**config.mk**
```make
export PLATFORM = sky130hd
export DESIGN_NAME = ofdm_symbol_sched
export DESIGN_NICKNAME = d
export VERILOG_FILES = /design/src/rtl/ofdm_symbol_sched.sv
export SDC_FILE = /design/constraint.sdc
export NUM_CORES = 1
export LEC_CHECK = 0
export ABC_AREA = 0
export ABC_CLOCK_PERIOD_IN_PS = 4000
export CAP_MARGIN = 20
export CORE_MARGIN = 2
export CORE_UTILIZATION = 59
export CTS_BUF_LIST = sky130_fd_sc_hd__clkbuf_16
export DETAILED_ROUTE_END_ITERATION = 12
export PLACE_DENSITY = 0.89
export RECOVER_POWER = 50
export SYNTH_ARGS = -nofsm -noshare
export SYNTH_HDL_FRONTEND = slang
export SYNTH_SLANG_ARGS = --single-unit
```
**constraint.sdc**
```tcl
create_clock -name CLOCK_50 -period 4 [get_ports CLOCK_50]
set_input_delay 1 -clock CLOCK_50 [delete_from_list [all_inputs] [get_ports CLOCK_50]]
set_output_delay 1 -clock CLOCK_50 [all_outputs]
set_load 0.01 [all_outputs]
```
**src/rtl/ofdm_symbol_sched.sv**
```systemverilog
`default_nettype none
// ============================================================================
// Module      : ofdm_symbol_sched
// Description : QPSK subcarrier scheduler with pilots, guard gaps and framing.
//               Optional payload scrambling enabled by defining QPSK_SCRAMBLER_EN.
// Revision    : 1.0 - initial release
// ============================================================================
module ofdm_symbol_sched #(
    parameter int N_SUB         = 64,
    parameter int PILOT_SPACING = 8,
    parameter int GUARD_LEN     = 16
) (
    input  logic       CLOCK_50,
    input  logic       reset,
    input  logic       start,
    input  logic [7:0] n_symbols,
    input  logic [7:0] in_data,
    input  logic       in_valid,
    output logic       in_ready,
    output logic [1:0] sym_i,
    output logic [1:0] sym_q,
    output logic       sym_valid,
    input  logic       sym_ready,
    output logic       sym_first,
    output logic       sym_last,
    output logic       sym_pilot,
    output logic       busy,
    output logic       done
);

    localparam int              c_KW     = $clog2(N_SUB);
    localparam int              c_GW     = (GUARD_LEN > 1) ? $clog2(GUARD_LEN) : 1;
    localparam logic [c_KW-1:0] c_K_LAST = c_KW'(N_SUB - 1);
    localparam logic [c_KW-1:0] c_PMASK  = c_KW'(PILOT_SPACING - 1);
    localparam logic [c_GW-1:0] c_G_LAST = c_GW'(GUARD_LEN - 1);
    localparam logic [1:0]      c_POS    = 2'b01;
    localparam logic [1:0]      c_NEG    = 2'b11;

    typedef enum logic [1:0] {
        S_IDLE  = 2'd0,
        S_SLOT  = 2'd1,
        S_GUARD = 2'd2
    } state_t;

    state_t          r_state_q, w_state_d;
    logic [c_KW-1:0] r_k_q, w_k_d;
    logic [c_GW-1:0] r_gcnt_q, w_gcnt_d;
    logic [7:0]      r_nsym_q, w_nsym_d;
    logic [7:0]      r_buf_q, w_buf_d;
    logic [2:0]      r_cnt_q, w_cnt_d;
    logic            r_in_ready_q, w_in_ready_d;
    logic [1:0]      r_sym_i_q, w_sym_i_d;
    logic [1:0]      r_sym_q_q, w_sym_q_d;
    logic            r_sym_valid_q, w_sym_valid_d;
    logic            r_sym_first_q, w_sym_first_d;
    logic            r_sym_last_q, w_sym_last_d;
    logic            r_sym_pilot_q, w_sym_pilot_d;
    logic            r_busy_q, w_busy_d;
    logic            r_done_q, w_done_d;

    logic            w_acc;
    logic            w_try;
    logic [c_KW-1:0] w_load_k;
    logic            w_bit_i;
    logic            w_bit_q;

`ifdef QPSK_SCRAMBLER_EN
    logic [6:0] r_lfsr_q, w_lfsr_d;
    logic [6:0] w_lfsr_mid;
    logic       w_prbs0;
    logic       w_prbs1;

    // Two LFSR steps per dibit: the first covers the I bit, the second the Q bit.
    assign w_prbs0    = r_lfsr_q[6] ^ r_lfsr_q[3];
    assign w_lfsr_mid = {r_lfsr_q[5:0], w_prbs0};
    assign w_prbs1    = w_lfsr_mid[6] ^ w_lfsr_mid[3];
    assign w_bit_i    = r_buf_q[0] ^ w_prbs0;
    assign w_bit_q    = r_buf_q[1] ^ w_prbs1;

    always_ff @(posedge CLOCK_50) begin
        if (reset) begin
            r_lfsr_q <= 7'h7F;
        end else begin
            r_lfsr_q <= w_lfsr_d;
        end
    end
`else
    assign w_bit_i = r_buf_q[0];
    assign w_bit_q = r_buf_q[1];
`endif

    assign w_acc = r_sym_valid_q & sym_ready;

    always_comb begin
        w_state_d     = r_state_q;
        w_k_d         = r_k_q;
        w_gcnt_d      = r_gcnt_q;
        w_nsym_d      = r_nsym_q;
        w_buf_d       = r_buf_q;
        w_cnt_d       = r_cnt_q;
        w_sym_i_d     = r_sym_i_q;
        w_sym_q_d     = r_sym_q_q;
        w_sym_valid_d = r_sym_valid_q;
        w_sym_first_d = r_sym_first_q;
        w_sym_last_d  = r_sym_last_q;
        w_sym_pilot_d = r_sym_pilot_q;
        w_done_d      = 1'b0;
        w_try         = 1'b0;
        w_load_k      = r_k_q;
`ifdef QPSK_SCRAMBLER_EN
        w_lfsr_d      = r_lfsr_q;
`endif

        case (r_state_q)
            S_IDLE: begin
                if (start) begin
                    w_state_d = S_SLOT;
                    w_k_d     = '0;
                    w_nsym_d  = (n_symbols == 8'd0) ? 8'd1 : n_symbols;
                    w_try     = 1'b1;
                    w_load_k  = '0;
                end
            end
            S_SLOT: begin
                if (w_acc) begin
                    w_sym_valid_d = 1'b0;
                    w_sym_i_d     = 2'b00;
                    w_sym_q_d     = 2'b00;
                    w_sym_first_d = 1'b0;
                    w_sym_last_d  = 1'b0;
                    w_sym_pilot_d = 1'b0;
                    if (r_k_q == c_K_LAST) begin
                        if (r_nsym_q <= 8'd1) begin
                            w_state_d = S_IDLE;
                            w_nsym_d  = 8'd0;
                            w_done_d  = 1'b1;
                        end else begin
                            w_state_d = S_GUARD;
                            w_nsym_d  = r_nsym_q - 8'd1;
                            w_gcnt_d  = '0;
                        end
                    end else begin
                        w_k_d    = r_k_q + c_KW'(1);
                        w_try    = 1'b1;
                        w_load_k = r_k_q + c_KW'(1);
                    end
                end else if (!r_sym_valid_q) begin
                    w_try    = 1'b1;
                    w_load_k = r_k_q;
                end
            end
            S_GUARD: begin
                // Preload subcarrier 0 on the last guard cycle so the gap is exactly GUARD_LEN.
                if (r_gcnt_q == c_G_LAST) begin
                    w_state_d = S_SLOT;
                    w_k_d     = '0;
                    w_try     = 1'b1;
                    w_load_k  = '0;
                end else begin
                    w_gcnt_d = r_gcnt_q + c_GW'(1);
                end
            end
            default: begin
                w_state_d = S_IDLE;
            end
        endcase

        // in_ready is only raised while the buffer is empty, so accept and consume never overlap.
        if (in_valid && r_in_ready_q) begin
            w_buf_d = in_data;
            w_cnt_d = 3'd4;
        end

        if (w_try) begin
            if ((w_load_k & c_PMASK) == '0) begin
                w_sym_valid_d = 1'b1;
                w_sym_i_d     = c_POS;
                w_sym_q_d     = c_POS;
                w_sym_pilot_d = 1'b1;
                w_sym_first_d = (w_load_k == '0);
                w_sym_last_d  = (w_load_k == c_K_LAST);
`ifdef QPSK_SCRAMBLER_EN
                if (w_load_k == '0) begin
                    w_lfsr_d = 7'h7F;
                end
`endif
            end else if (r_cnt_q != 3'd0) begin
                w_sym_valid_d = 1'b1;
                w_sym_i_d     = w_bit_i ? c_POS : c_NEG;
                w_sym_q_d     = w_bit_q ? c_POS : c_NEG;
                w_sym_pilot_d = 1'b0;
                w_sym_first_d = 1'b0;
                w_sym_last_d  = (w_load_k == c_K_LAST);
                w_buf_d       = {2'b00, r_buf_q[7:2]};
                w_cnt_d       = r_cnt_q - 3'd1;
`ifdef QPSK_SCRAMBLER_EN
                w_lfsr_d      = {w_lfsr_mid[5:0], w_prbs1};
`endif
            end
        end

        if (w_state_d == S_IDLE) begin
            w_buf_d = 8'd0;
            w_cnt_d = 3'd0;
        end

        w_in_ready_d = (w_state_d != S_IDLE) && (w_cnt_d == 3'd0);
        w_busy_d     = (w_state_d != S_IDLE);
    end

    always_ff @(posedge CLOCK_50) begin
        if (reset) begin
            r_state_q     <= S_IDLE;
            r_k_q         <= '0;
            r_gcnt_q      <= '0;
            r_nsym_q      <= 8'd0;
            r_buf_q       <= 8'd0;
            r_cnt_q       <= 3'd0;
            r_in_ready_q  <= 1'b0;
            r_sym_i_q     <= 2'b00;
            r_sym_q_q     <= 2'b00;
            r_sym_valid_q <= 1'b0;
            r_sym_first_q <= 1'b0;
            r_sym_last_q  <= 1'b0;
            r_sym_pilot_q <= 1'b0;
            r_busy_q      <= 1'b0;
            r_done_q      <= 1'b0;
        end else begin
            r_state_q     <= w_state_d;
            r_k_q         <= w_k_d;
            r_gcnt_q      <= w_gcnt_d;
            r_nsym_q      <= w_nsym_d;
            r_buf_q       <= w_buf_d;
            r_cnt_q       <= w_cnt_d;
            r_in_ready_q  <= w_in_ready_d;
            r_sym_i_q     <= w_sym_i_d;
            r_sym_q_q     <= w_sym_q_d;
            r_sym_valid_q <= w_sym_valid_d;
            r_sym_first_q <= w_sym_first_d;
            r_sym_last_q  <= w_sym_last_d;
            r_sym_pilot_q <= w_sym_pilot_d;
            r_busy_q      <= w_busy_d;
            r_done_q      <= w_done_d;
        end
    end

    assign in_ready  = r_in_ready_q;
    assign sym_i     = r_sym_i_q;
    assign sym_q     = r_sym_q_q;
    assign sym_valid = r_sym_valid_q;
    assign sym_first = r_sym_first_q;
    assign sym_last  = r_sym_last_q;
    assign sym_pilot = r_sym_pilot_q;
    assign busy      = r_busy_q;
    assign done      = r_done_q;

endmodule
`default_nettype wire
```
==> reports/metrics.yaml <==
status: "completed"
clk_pin_slew_ns: 0.06
power-per-cell-area_nw_per_um2: 364
p_int_uw: 739
grt_max_degree: 22
dieArea_um2: 4470
power.switching_uw: 276
ctsHoldBuffers: 0
crit_slowest_cell: "dlygate4sd3_1"
synth_area_um2: 2330
rows: 22
slew_headroom_pct: 56.3
fin_area_um2: 2790
dp_hpwl_um: 3780
num_io_pins: 32
gp_congestion: 0.954
post_cts_resize_count: 0
synth-seq-cells: 42
syn_to_final_growth_pct: 19.5
drv_cap: 0
drt_wl_total_um: 5580
worstPathMaxFanout: 11
fin_nets: 344
synth_top_area_share_pct: 36.1
drt-initial-drc-count: 260
syn-instance-count: 290
leakagePower_nw: 1.09
ys_seq_area_share_pct: 36.1
pre_cts_slack_ns: 0.843
via_count: 2261
post_cts_buffers: 0
insertion_delay_ns: 0.29
cp_num_buf_inv: 2
fill_cells: 290
cp.required_ns: 4.21
die_x_um: 66.9
yosys-top-cells-area: "dfxtp_1 36%, nand2_1 5.8%, nor2_1 5.6%, nand3_1 4.7%, a311oi_2 3.9%"
fin_crit_sh_pct: 77.3
root_buffer: "clkbuf_16"
drc: 0
initial_core_util_pct: 62.3
cts_sinks: 42
max-vdd-ir-drop_mv: 0.314
async_flop_share_pct: 0
crit_chain: "dlygate4sd3_1 > and4b_1 > nand3_1 > o21ai_0 > a31oi_1 > buf_4 > nand2b_1 > a21oi_1"
placed_area_um2: 2650
fin_worst_skew_ns: 0.0119
viasPerCell: 6.18
setup_viol: 0
critical_path.top_delay_family: "buffers and inverters"
tns_ns: 0
drtPass1Iterations: 6
track_usage_pct: 27.6
p_comb_share_pct: 16.3
worstSetupPathType: "in2reg"
layout.cells.non_filler: 366
max_freq_mhz: 323
cp.arrival_ns: 3.31
grt_pass1_wl_um: 9360
p_seq_share_pct: 44.9
swShare_pct: 27.2
cts_tree: "built"
htree_levels: 2
antenna_found_initial: 0
die_h_um: 66.9
synth_edf_count: 0
io_buffers: 31
synth.avg_cell_area_um2: 8.04
grt_pass1_vias: 2050
routedWlPerCell_um: 15.2
synthDistinctLibCells: 54
power_mw: 1.02
clockPowerShare_pct: 38.8
worstHoldPathType: "reg2reg"
fin_crit_ns: 3.09
drive_gt1_share_pct: 6.92
dp.cells: 358
setup_slack_ns: 0.907
yosys_warnings: 0
cp-start-kind: "input port"
coreArea_um2: 3740
synth_ff_type: "dfxtp_1"
rsz0062_at_grt: "no"
synth_top_cell_by_area: "dfxtp_1"
n_antenna_cell: 0
synth_nets: 317
report.final.slew_viol_count: 0
grt_overflow: 0
max_stage_delay_ns: 0.64
ant_nets: 0
utilization_pct: 74.5
numCtsBuffers: 5
finalHoldViolations: 0
whs_ns: 0.450
cts.path.max_buffers: 2
worst_setup_path_end_kind: "flip-flop"
worstMarginPinSlew_ns: 0.655
[sequential cells by signal, summed over array words and instances (netlist names)]
name / count
done: 1
sym_valid: 1
r_buf_q: 8
r_cnt_q: 3
r_gcnt_q: 4
sym_pilot: 1
sym_q: 2
sym_first: 1
sym_last: 1
r_nsym_q: 8
r_k_q: 6
sym_i: 2
in_ready: 1
busy: 1
r_state_q: 2
[path summary, 6_finish.rpt]
kind	from	end	slack (ns)	depth (start not counted)
hold / removal	sym_q[0]	sym_q[0]	0.45	2
hold reg to reg	sym_q[0]	sym_q[0]	0.45	2
setup / recovery	sym_ready	r_buf_q[6]	0.91	8
setup reg to reg	r_state_q[0]	r_cnt_q[1]	1.58	7
[area by class of cell]
| type | instances | area, µm² | area share [%] |
|---|---|---|---|
| clock buffers | 5 | 125 | 4.49 |
| clock inverters | 3 | 16.3 | 0.583 |
| multi-input cells | 224 | 1380 | 49.3 |
| repair buffers | 35 | 337 | 12.1 |
| well taps | 48 | 60.1 | 2.15 |
| flip-flops and latches | 42 | 841 | 30.2 |
| inverters | 9 | 33.8 | 1.21 |
[worst register-to-register path, delay by kind of cell, from the launching register on]
kind | cells | cell delay, ns
compound gates | 4 | 0.88
buf+inv | 1 | 0.22
flops | 1 | 0.54
simple gates | 2 | 0.70
[cell families (layout without fill, tap and decap cells)]
logic type | after synthesis | after routing | synth area share, %
simple gates | 132 | 132 | 26.8
fa+ha+maj | 6 | 6 | 3.22
flops | 42 | 42 | 36.1
xor+xnor | 4 | 4 | 1.50
compound gates | 80 | 80 | 26.6
buf+inv | 24 | 52 | 4.99
mux | 2 | 2 | 0.858
[cells in the final DEF (no fill, tap or decap), drive strengths merged, types with 3 or more instances in the layout]
cell type      count
a21oi             18
clkbuf             6
nor3              10
a311oi             6
a31oi              3
xor2               4
o21ai             11
nand2b            10
dfxtp             42
o211ai             4
ha                 6
inv                9
nand3             22
clkdlybuf4s50     18
dlygate4sd3       13
a22oi              6
o31ai              3
buf                3
and3               3
and2               4
a21o               8
nand2             36
nor2              35
[per-layer routing]
layer	track usage, %	routed length, µm	share of wire (%)	vias up
li1	-	-	-	1102
met2	45.5	2610	47	124
met3	6.25	506	9.1	23
met4	13.0	167	3.0	0
met1	33.8	2290	41	1012
met5	0	0	0	-
[power groups by stage]
stage	clock network, mW	registers, mW	logic (mW)
detailed placement	0	0.464	0.164
global placement	0	0.464	0.162
CTS	0.392	0.455	0.167
finish	0.394	0.456	0.166
global route	0.410	0.457	0.183
floorplan	0	0.461	0.106
[cells in the mapped netlist (2+ instances only)]
library cell   n
nor2_1        35
nor2b_1        2
a311oi_2       6
o211a_1        2
o21ai_0       10
a211o_1        2
a21o_1         8
buf_6          2
dfxtp_1       42
inv_1          9
and3_1         3
clkbuf_1       6
and2_1         4
a21boi_0       2
mux2i_1        2
a22oi_1        5
nand3_1       22
xor2_1         4
a31oi_1        3
nand2b_1      10
a32o_1         2
buf_2          6
and4b_1        2
o211ai_1       3
ha_1           6
o31ai_1        3
nor4_1         2
a21oi_1       17
nor3_1        10
nand2_1       36
(Power assumes the default switching activity.)
